===== config.mk =====
export PLATFORM = sky130hd
export DESIGN_NAME = time_set_ctrl
export DESIGN_NICKNAME = d
export VERILOG_FILES = /design/src/rtl/time_set_ctrl.sv
export SDC_FILE = /design/constraint.sdc
export NUM_CORES = 1
export LEC_CHECK = 0
export BUFFER_PORTS_ARGS = -buffer_cell sky130_fd_sc_hd__buf_2
export CAP_MARGIN = 30
export CELL_PAD_IN_SITES_DETAIL_PLACEMENT = 0
export CELL_PAD_IN_SITES_GLOBAL_PLACEMENT = 1
export CORE_UTILIZATION = 42
export DETAILED_ROUTE_END_ITERATION = 8
export GPL_TIMING_DRIVEN = 0
export PLACE_DENSITY_LB_ADDON = 0.1
export SLEW_MARGIN = 20
export SYNTH_ARGS = -nofsm -noshare
export SYNTH_HDL_FRONTEND = slang
export SYNTH_SLANG_ARGS = --single-unit

===== constraint.sdc =====
create_clock -name clk -period 3.4 [get_ports clk]
set_clock_uncertainty 0.15 [all_clocks]
set_input_delay 1.02 -clock clk [delete_from_list [all_inputs] [get_ports clk]]
set_output_delay 1.02 -clock clk [all_outputs]
set_load 0.005 [all_outputs]

===== src/rtl/time_set_ctrl.sv =====
// Digit-editing controller for the MM:SS clock: edge-detects buttons, edits a copy of the
// running time digit by digit, and issues a one-cycle preload strobe on commit.
module time_set_ctrl #(
  parameter int BLINK_DIV = 25_000_000
) (
  input  logic       clk,
  input  logic       rst,
  input  logic       set_btn,
  input  logic       right_btn,
  input  logic       left_btn,
  input  logic       inc_btn,
  input  logic       dec_btn,
  input  logic [2:0] cur_min_tens,
  input  logic [3:0] cur_min_ones,
  input  logic [2:0] cur_sec_tens,
  input  logic [3:0] cur_sec_ones,
  output logic [2:0] load_min_tens,
  output logic [3:0] load_min_ones,
  output logic [2:0] load_sec_tens,
  output logic [3:0] load_sec_ones,
  output logic       load_strobe,
  output logic       set_status,
  output logic [3:0] set_id,
  output logic       blink
);
  localparam int CW = (BLINK_DIV > 1) ? $clog2(BLINK_DIV) : 1;
  localparam logic [CW-1:0] BLINK_TC = CW'(BLINK_DIV - 1);

  typedef enum logic [1:0] {IDLE = 2'd0, EDIT = 2'd1, COMMIT = 2'd2} state_t;

  state_t        state, state_nxt;
  logic [4:0]    btn, btn_prev, ev;
  logic          set_ev, inc_ev, dec_ev, right_ev, left_ev;
  logic [1:0]    cursor;
  logic [CW-1:0] blink_cnt;
  logic [3:0]    sel_digit, sel_max, stepped;

  // Wrapping +/-1 on one BCD digit; out-of-range values snap to 0 (up) or dmax (down).
  function automatic logic [3:0] step_digit(input logic [3:0] d, input logic [3:0] dmax,
                                            input logic up);
    logic [3:0] r;
    if (up) r = (d >= dmax) ? 4'd0 : d + 4'd1;
    else    r = (d == 4'd0 || d > dmax) ? dmax : d - 4'd1;
    return r;
  endfunction

  assign btn      = {set_btn, inc_btn, dec_btn, right_btn, left_btn};
  assign ev       = btn & ~btn_prev;
  assign set_ev   = ev[4];
  assign inc_ev   = ev[3] & ~ev[4];
  assign dec_ev   = ev[2] & ~|ev[4:3];
  assign right_ev = ev[1] & ~|ev[4:2];
  assign left_ev  = ev[0] & ~|ev[4:1];

  // History resets high so a button held through reset is not seen as a press.
  always_ff @(posedge clk) begin
    if (rst) btn_prev <= '1;
    else     btn_prev <= btn;
  end

  always_ff @(posedge clk) begin
    if (rst) state <= IDLE;
    else     state <= state_nxt;
  end

  always_comb begin
    state_nxt = state;
    case (state)
      IDLE:    if (set_ev) state_nxt = EDIT;
      EDIT:    if (set_ev) state_nxt = COMMIT;
      default: state_nxt = IDLE;
    endcase
  end

  // Status stays up through the commit cycle; the strobe is masked by a same-cycle reset.
  always_comb begin
    set_status  = (state != IDLE);
    load_strobe = (state == COMMIT) && !rst;
    set_id      = (state != IDLE) ? (4'b0001 << cursor) : 4'b0000;
  end

  always_comb begin
    case (cursor)
      2'd3:    begin sel_digit = {1'b0, load_min_tens}; sel_max = 4'd5; end
      2'd2:    begin sel_digit = load_min_ones;         sel_max = 4'd9; end
      2'd1:    begin sel_digit = {1'b0, load_sec_tens}; sel_max = 4'd5; end
      default: begin sel_digit = load_sec_ones;         sel_max = 4'd9; end
    endcase
    stepped = step_digit(sel_digit, sel_max, inc_ev);
  end

  always_ff @(posedge clk) begin
    if (rst) begin
      load_min_tens <= '0;
      load_min_ones <= '0;
      load_sec_tens <= '0;
      load_sec_ones <= '0;
      cursor        <= 2'd3;
      blink_cnt     <= '0;
      blink         <= 1'b1;
    end else begin
      blink_cnt <= '0;
      blink     <= 1'b1;
      case (state)
        IDLE: begin
          if (set_ev) begin
            load_min_tens <= cur_min_tens;
            load_min_ones <= cur_min_ones;
            load_sec_tens <= cur_sec_tens;
            load_sec_ones <= cur_sec_ones;
            cursor        <= 2'd3;
          end
        end
        EDIT: begin
          if (blink_cnt == BLINK_TC) begin
            blink_cnt <= '0;
            blink     <= ~blink;
          end else begin
            blink_cnt <= blink_cnt + 1'b1;
            blink     <= blink;
          end
          if (set_ev) begin
            blink_cnt <= '0;
            blink     <= 1'b1;
          end else if (inc_ev || dec_ev) begin
            case (cursor)
              2'd3:    load_min_tens <= stepped[2:0];
              2'd2:    load_min_ones <= stepped;
              2'd1:    load_sec_tens <= stepped[2:0];
              default: load_sec_ones <= stepped;
            endcase
          end else if (right_ev || left_ev) begin
            cursor    <= right_ev ? cursor - 2'd1 : cursor + 2'd1;
            blink_cnt <= '0;
            blink     <= 1'b1;
          end
        end
        default: ;
      endcase
    end
  end
endmodule


Word-level counts from Yosys, hierarchy flattened

Index checks and enable logic that the tools add are counted.

Logic and storage cells: 107
Output and inout port bits: 21
Register bits: 49
Bits of input ports: 21

Bitwise operators: 9
Eq/ne operators: 16
$add $sub $neg: 5
Shifts and indexed selects: 1
Mux-type cells: 41
Reductions and logical operators: 24
Order comparisons: 2

Operators by type and width:

| operator                                                              | count |
|---|---|
| 25-bit two-way mux                                                    | 3 |
| 4-bit two-way mux                                                     | 13 |
| 25-bit by 1-bit adder with 25-bit output, second input constant       | 1 |
| 25-bit equality test, second input constant                           | 1 |
| 5-bit AND reduction                                                   | 5 |
| 3-bit two-way mux                                                     | 8 |
| 2-bit != test, second input constant                                  | 10 |
| 4-bit one-hot mux with 2 select lines                                 | 2 |
| 2-bit two-way mux                                                     | 7 |
| 3-bit one-hot mux with 2 select lines                                 | 2 |
| 4-bit one-hot mux with 3 select lines                                 | 1 |
| 3-bit OR reduction                                                    | 3 |
| 2-bit one-hot mux with 2 select lines                                 | 2 |
| 2-bit equality test, second input constant                            | 3 |
| 5-bit bitwise AND                                                     | 1 |
| 5-bit inverter                                                        | 1 |
| 4-bit by 1-bit adder with 4-bit output, second input constant         | 1 |
| 1-bit bitwise AND                                                     | 4 |
| 2-bit by 1-bit equality test with 1-bit output, second input constant | 2 |
| 4-bit greater-or-equal comparator                                     | 1 |
| 4-bit greater-than comparator                                         | 1 |
| 1-bit zero test                                                       | 4 |
| 4-bit zero test                                                       | 1 |
| 2-bit nonzero test                                                    | 2 |
| 12 further kinds                                                      | 19 |

Longest topological paths before layout

Word-level depth: 11
Mapped depth: 12
Gate-level depth less buffers: 12

Worst setup path before layout

No wires, ideal clock.

Path kind: register -> register
Start: register cursor[1]
End: register load_sec_ones[3]
Period minus slack after synthesis: 2.951 ns
Data required time: 3.116 ns
Arrival: 2.667 ns
Setup slack: 0.449 ns
Buffers on the path: 0
Cell stages (with the launch flop): 12
Setup time: 0.134 ns
Path through: dfxtp_1 inv_1 ha_1 a222oi_1 mux2_4 inv_2 ha_1 a211o_1 a32o_1 and3_1 nor4b_1 a211oi_1

Longest elaborated chain between the ends: 11
Elaborated cells between the ends (all ways): 22
Classes of those cells: 2 x add/sub; 2 x order compare; 4 x eq/ne; 9 x mux; 5 x reduce/logical

Ends and longest elaborated chain:

| what                                                                                         | line    | text |
|---|---|---|
| from (decl)                                                                                  | 34      | `logic [1:0] cursor;` |
| from (signal assigned)                                                                       | 133     | `cursor <= right_ev ? cursor - 2'd1 : cursor + 2'd1;` |
| 2-bit by 1-bit equality test with 1-bit output / 2-bit equality test (equally long branches) | 83, 126 |  |
| 2-bit OR reduction (no line)                                                                 | -       |  |
| 4-bit two-way mux                                                                            | 83      | `case (cursor)` |
| 4-bit greater-than comparator                                                                | 43      | `else r = (d == 4'd0 \|\| d > dmax) ? dmax : d - 4'd1;` |
| 1-bit logical OR                                                                             | 43      |  |
| 4-bit two-way mux                                                                            | 43      |  |
| 4-bit two-way mux                                                                            | 42      | `if (up) r = (d >= dmax) ? 4'd0 : d + 4'd1;` |
| 4-bit two-way mux                                                                            | 126     | `case (cursor)` |
| 4-bit two-way mux                                                                            | 125     | `end else if (inc_ev \|\| dec_ev) begin` |
| 4-bit two-way mux                                                                            | 122     | `if (set_ev) begin` |
| 4-bit one-hot mux with 2 select lines                                                        | 104     | `case (state)` |
| to (signal assigned)                                                                         | 110     | `load_sec_ones <= cur_sec_ones;` |
| to (signal assigned)                                                                         | 130     | `default: load_sec_ones <= stepped;` |
| to (decl)                                                                                    | 20      | `output logic [3:0] load_sec_ones,` |

Several ways; a longest one is shown, not always the timed one. The select of a mux whose other input is x is not followed.
A chain may end at the register's enable or synchronous reset.

Final worst setup path

Start: register cursor[1]
End: register load_min_ones[1]

Longest elaborated chain between the ends: 11
Elaborated cells between the ends (all ways): 21
Classes of those cells: 2 x add/sub; 2 x order compare; 4 x eq/ne; 9 x mux; 4 x reduce/logical

Ends and longest elaborated chain:

| what                                                                                         | line | text |
|---|---|---|
| 2-bit by 1-bit equality test with 1-bit output / 2-bit equality test (equally long branches) | 83   |  |
| 2-bit OR reduction (no line)                                                                 | -    |  |
| 4-bit two-way mux                                                                            | 83   |  |
| 4-bit greater-than comparator                                                                | 43   |  |
| 1-bit logical OR                                                                             | 43   |  |
| 4-bit two-way mux                                                                            | 43   |  |
| 4-bit two-way mux                                                                            | 42   |  |
| 4-bit two-way mux                                                                            | 126  |  |
| 4-bit two-way mux                                                                            | 125  |  |
| 4-bit two-way mux                                                                            | 122  |  |
| 4-bit one-hot mux with 2 select lines                                                        | 104  |  |
| to (signal assigned)                                                                         | 108  | `load_min_ones <= cur_min_ones;` |
| to (signal assigned)                                                                         | 128  | `2'd2: load_min_ones <= stepped;` |
| to (decl)                                                                                    | 18   | `output logic [3:0] load_min_ones,` |

Several ways; a longest one is shown, not always the timed one. The select of a mux whose other input is x is not followed.

==> results.sh <==
export IMPL_vias=2284
export IMPL_antenna_found_initial=0
export IMPL_tritoncts="yes"
export IMPL_status="finished, final reports clean"
export IMPL_post_cts_repair_setup_buffers=0
export IMPL_path_clk_slew_ns=0.10
export IMPL_routed_wl_um=6180
export IMPL_drt_iter0_drc=102
export IMPL_cts_htree_levels=2
export IMPL_worst_ep_arrival_time_ns=3.34
export IMPL_die_area_sq_mm=0.00655
export IMPL_synth_compound_area_share_pct=15.7
export IMPL_fp_row_count=28
export IMPL_die_width_um=81.0
export IMPL_crit_type="flop to flop"
export IMPL_fin_crit_ns=3.26
export IMPL_setup_violations_final=0
export IMPL_synthCells=310
export IMPL_synth_fa_ha_area_share_pct=5.26
export IMPL_async_flop_share_pct=0
export IMPL_syn_nets=342
export IMPL_yosysTopAreaCell="dfxtp_1"
export IMPL_layout_nets=390
export IMPL_synth_simple_gate_area_share_pct=28.6
export IMPL_grt_pass1_vias=2010
export IMPL_drc=0
export IMPL_ys_flop_type="dfxtp_1"
export IMPL_p_per_area_mw_per_mm2=364
export IMPL_cp_data_required_time_ns=3.48
export IMPL_ir_drop_mv=0.144
export IMPL_start_util_pct=44.0
export IMPL_reg2regPathDepth=11
export IMPL_power_total_mw=1.11
export IMPL_synthTopCellsByArea="dfxtp_1 (37%), nor2_1 (6.5%), xor2_1 (5.7%), ha_1 (5.3%), nand2_1 (4.3%)"
export IMPL_via_per_inst=5.26
export IMPL_holdCritStartpoint="blink"
export IMPL_synth_xor_area_share_pct=8.70
export IMPL_finalMaxSlewViolations=0
export IMPL_drtPass1Iterations=4
export IMPL_hold_viol=0
export IMPL_syn_area_sq_mm=0.00262
export IMPL_max_slew_margin_pct=46.3
export IMPL_core_sq_mm=0.00596
export IMPL_yosys_warnings=0
export IMPL_wl_per_cell_um=14.2
export IMPL_place_congestion=0.835
export IMPL_clk_latency_ns=0.31
export IMPL_grt_max_degree=17
export IMPL_worstSetupEndpointType="flop"
export IMPL_setup_tns_final_ns=0
export IMPL_syn_to_final_growth_pct=15.9
export IMPL_numCtsBuffers=5
export IMPL_ant_nets=0
export IMPL_yosys_area_top_type_share_pct=37.5
export IMPL_clockBufferDepth=2
export IMPL_num_antenna_cells=0
export IMPL_synth_cell_types=46
export IMPL_synth_area_mux_share_pct=1.00
export IMPL_die_y_um=81.0
export IMPL_mostFrequentLayoutCells="dfxtp_1 (48), nor2_1 (45), buf_2 (44)"
export IMPL_syn_area_per_cell_sq_um=8.45
export IMPL_timing_final_crit_share_pct=95.8
export IMPL_ctsHoldBuffers=0
export IMPL_grt_ovfl_total=0
export IMPL_ys_ff_latch=49
export IMPL_yosysSeqAreaShare_pct=37.5
export IMPL_synth_top_family_by_area="simple AND/OR/NAND/NOR gates"
export IMPL_fmax_ghz=0.307
export IMPL_worstMarginPinSlew_ns=0.805
export IMPL_critPathLaunch="cursor[1]"
export IMPL_grtUsageTotal_pct=19.6
export IMPL_grt_pass1_wl_um=9760
export IMPL_drive_gt1_share_pct=21.7
export IMPL_rr_endpoint="load_min_ones[1]"
export IMPL_final_common_cell="dfxtp_1"
export IMPL_power_leakage_nw=1.22
export IMPL_worstPathMaxFanout=6
export IMPL_cts_root_buf="clkbuf_8"
export IMPL_hp_class="flop to flop"
export IMPL_synth_edff_count=0
export IMPL_cts_repair_resized=0
export IMPL_io_buffers=41
export IMPL_rr_startpoint="cursor[1]"
export IMPL_r2r_slack_ns=0.14
export IMPL_cts_sinks=49
export IMPL_maxCapViolCount=0
export IMPL_cp_start_kind="flop"
export IMPL_dpl_hpwl_um=4570
export IMPL_worstSetupEndpoint="load_min_ones[1]"
export IMPL_ios=42
worst max-delay path: stages, from the launching register on:
cell      delay, ns
dfxtp_2        0.38
inv_1          0.08
ha_1           0.27
a222oi_1       0.39
mux2_4         0.26
inv_2          0.07
ha_1           0.32
a211o_1        0.32
a32o_1         0.27
nor3_1         0.22
o21ai_2        0.14
a311oi_2       0.29
state kept, by name, indices dropped and copies added, names as in the netlist:
name           count
blink_cnt         25
btn_prev           5
load_min_ones      4
load_sec_ones      4
load_min_tens      3
load_sec_tens      3
cursor             2
state              2
blink              1
cell type report:
| type | instances | area (sq um) |
|---|---|---|
| Clock inverter | 2 | 17.5 |
| Timing Repair Buffer | 41 | 205 |
| Tap cell | 75 | 93.8 |
| Fill cell | 631 | 2920 |
| Clock buffer | 6 | 82.6 |
| Buffer | 9 | 38.8 |
| Sequential cell | 49 | 982 |
| Multi-Input combinational cell | 239 | 1570 |
| Inverter | 13 | 48.8 |
synthesized netlist by cell type, types with 2 or more instances:
cell        n
a211oi_1    4
a21oi_1     6
a222oi_1    2
a311oi_1    8
a31oi_1     7
and2_1      2
and2b_1     2
and3_1      9
buf_2       3
clkbuf_1    6
dfxtp_1    49
ha_1       11
inv_1      10
inv_2       3
nand2_1    30
nand2b_1   10
nand3_1     8
nand4_1     3
nor2_1     45
nor2b_1     6
nor3_1      4
nor3b_1     2
nor4_1      5
nor4_2      3
nor4b_1     3
o2111ai_1   2
o21ai_0    11
o21ai_1     2
o31ai_1     5
or2_2       7
or3b_2      3
xnor2_1     9
xor2_1     17
kinds of logic (layout without fill, tap and decap cells):
kind of cell,after synthesis,count (layout)
AO/OA/AOI/OAI,55,55
XOR/XNOR,26,26
adder cells (fa/ha/maj),11,11
buffers and inverters,22,71
flip-flops,49,49
multiplexers,2,2
AND/OR/NAND/NOR,145,145
where the power goes:
group          switching (mW)  internal, mW
registers             0.00860         0.587
logic                  0.0745        0.0541
clock network           0.213         0.169
how the worst min path moves through the flow:
stage	to	slack, ns	cells past startpoint
3_3_place_gp	blink_cnt[0]	0.32	1
2_1_floorplan	blink_cnt[0]	0.30	1
6_report	blink	0.35	2
3_5_place_dp	blink_cnt[0]	0.33	1
4_1_cts	blink_cnt[0]	0.35	1
5_1_grt	blink_cnt[0]	0.37	1
metrics by stage:
step	cell area, sq um	setup WS [ns]	utilization [%]	hold WS [ns]	instances
2_1_floorplan	2620	0.449	-	0.299	310
3_3_place_gp	2920	-0.00123	49.0	0.322	426
3_5_place_dp	2920	0.0437	49.0	0.328	426
4_1_cts	3020	0.0417	50.7	0.353	434
5_1_grt	3040	-0.0411	51.0	0.368	434
6_report	3040	0.144	51.0	0.354	434
per-layer routing:
| layer | routed length (um) | vias to the layer above | global-route usage, % |
|---|---|---|---|
| met2 | 2530 | 38 | 27.1 |
| met4 | 72 | 0 | 5.71 |
| met1 | 3330 | 1051 | 30.0 |
| met3 | 250 | 5 | 3.60 |
| met5 | 0 | - | 0 |
| li1 | - | 1190 | - |
Power figures use the tool's default switching activity.
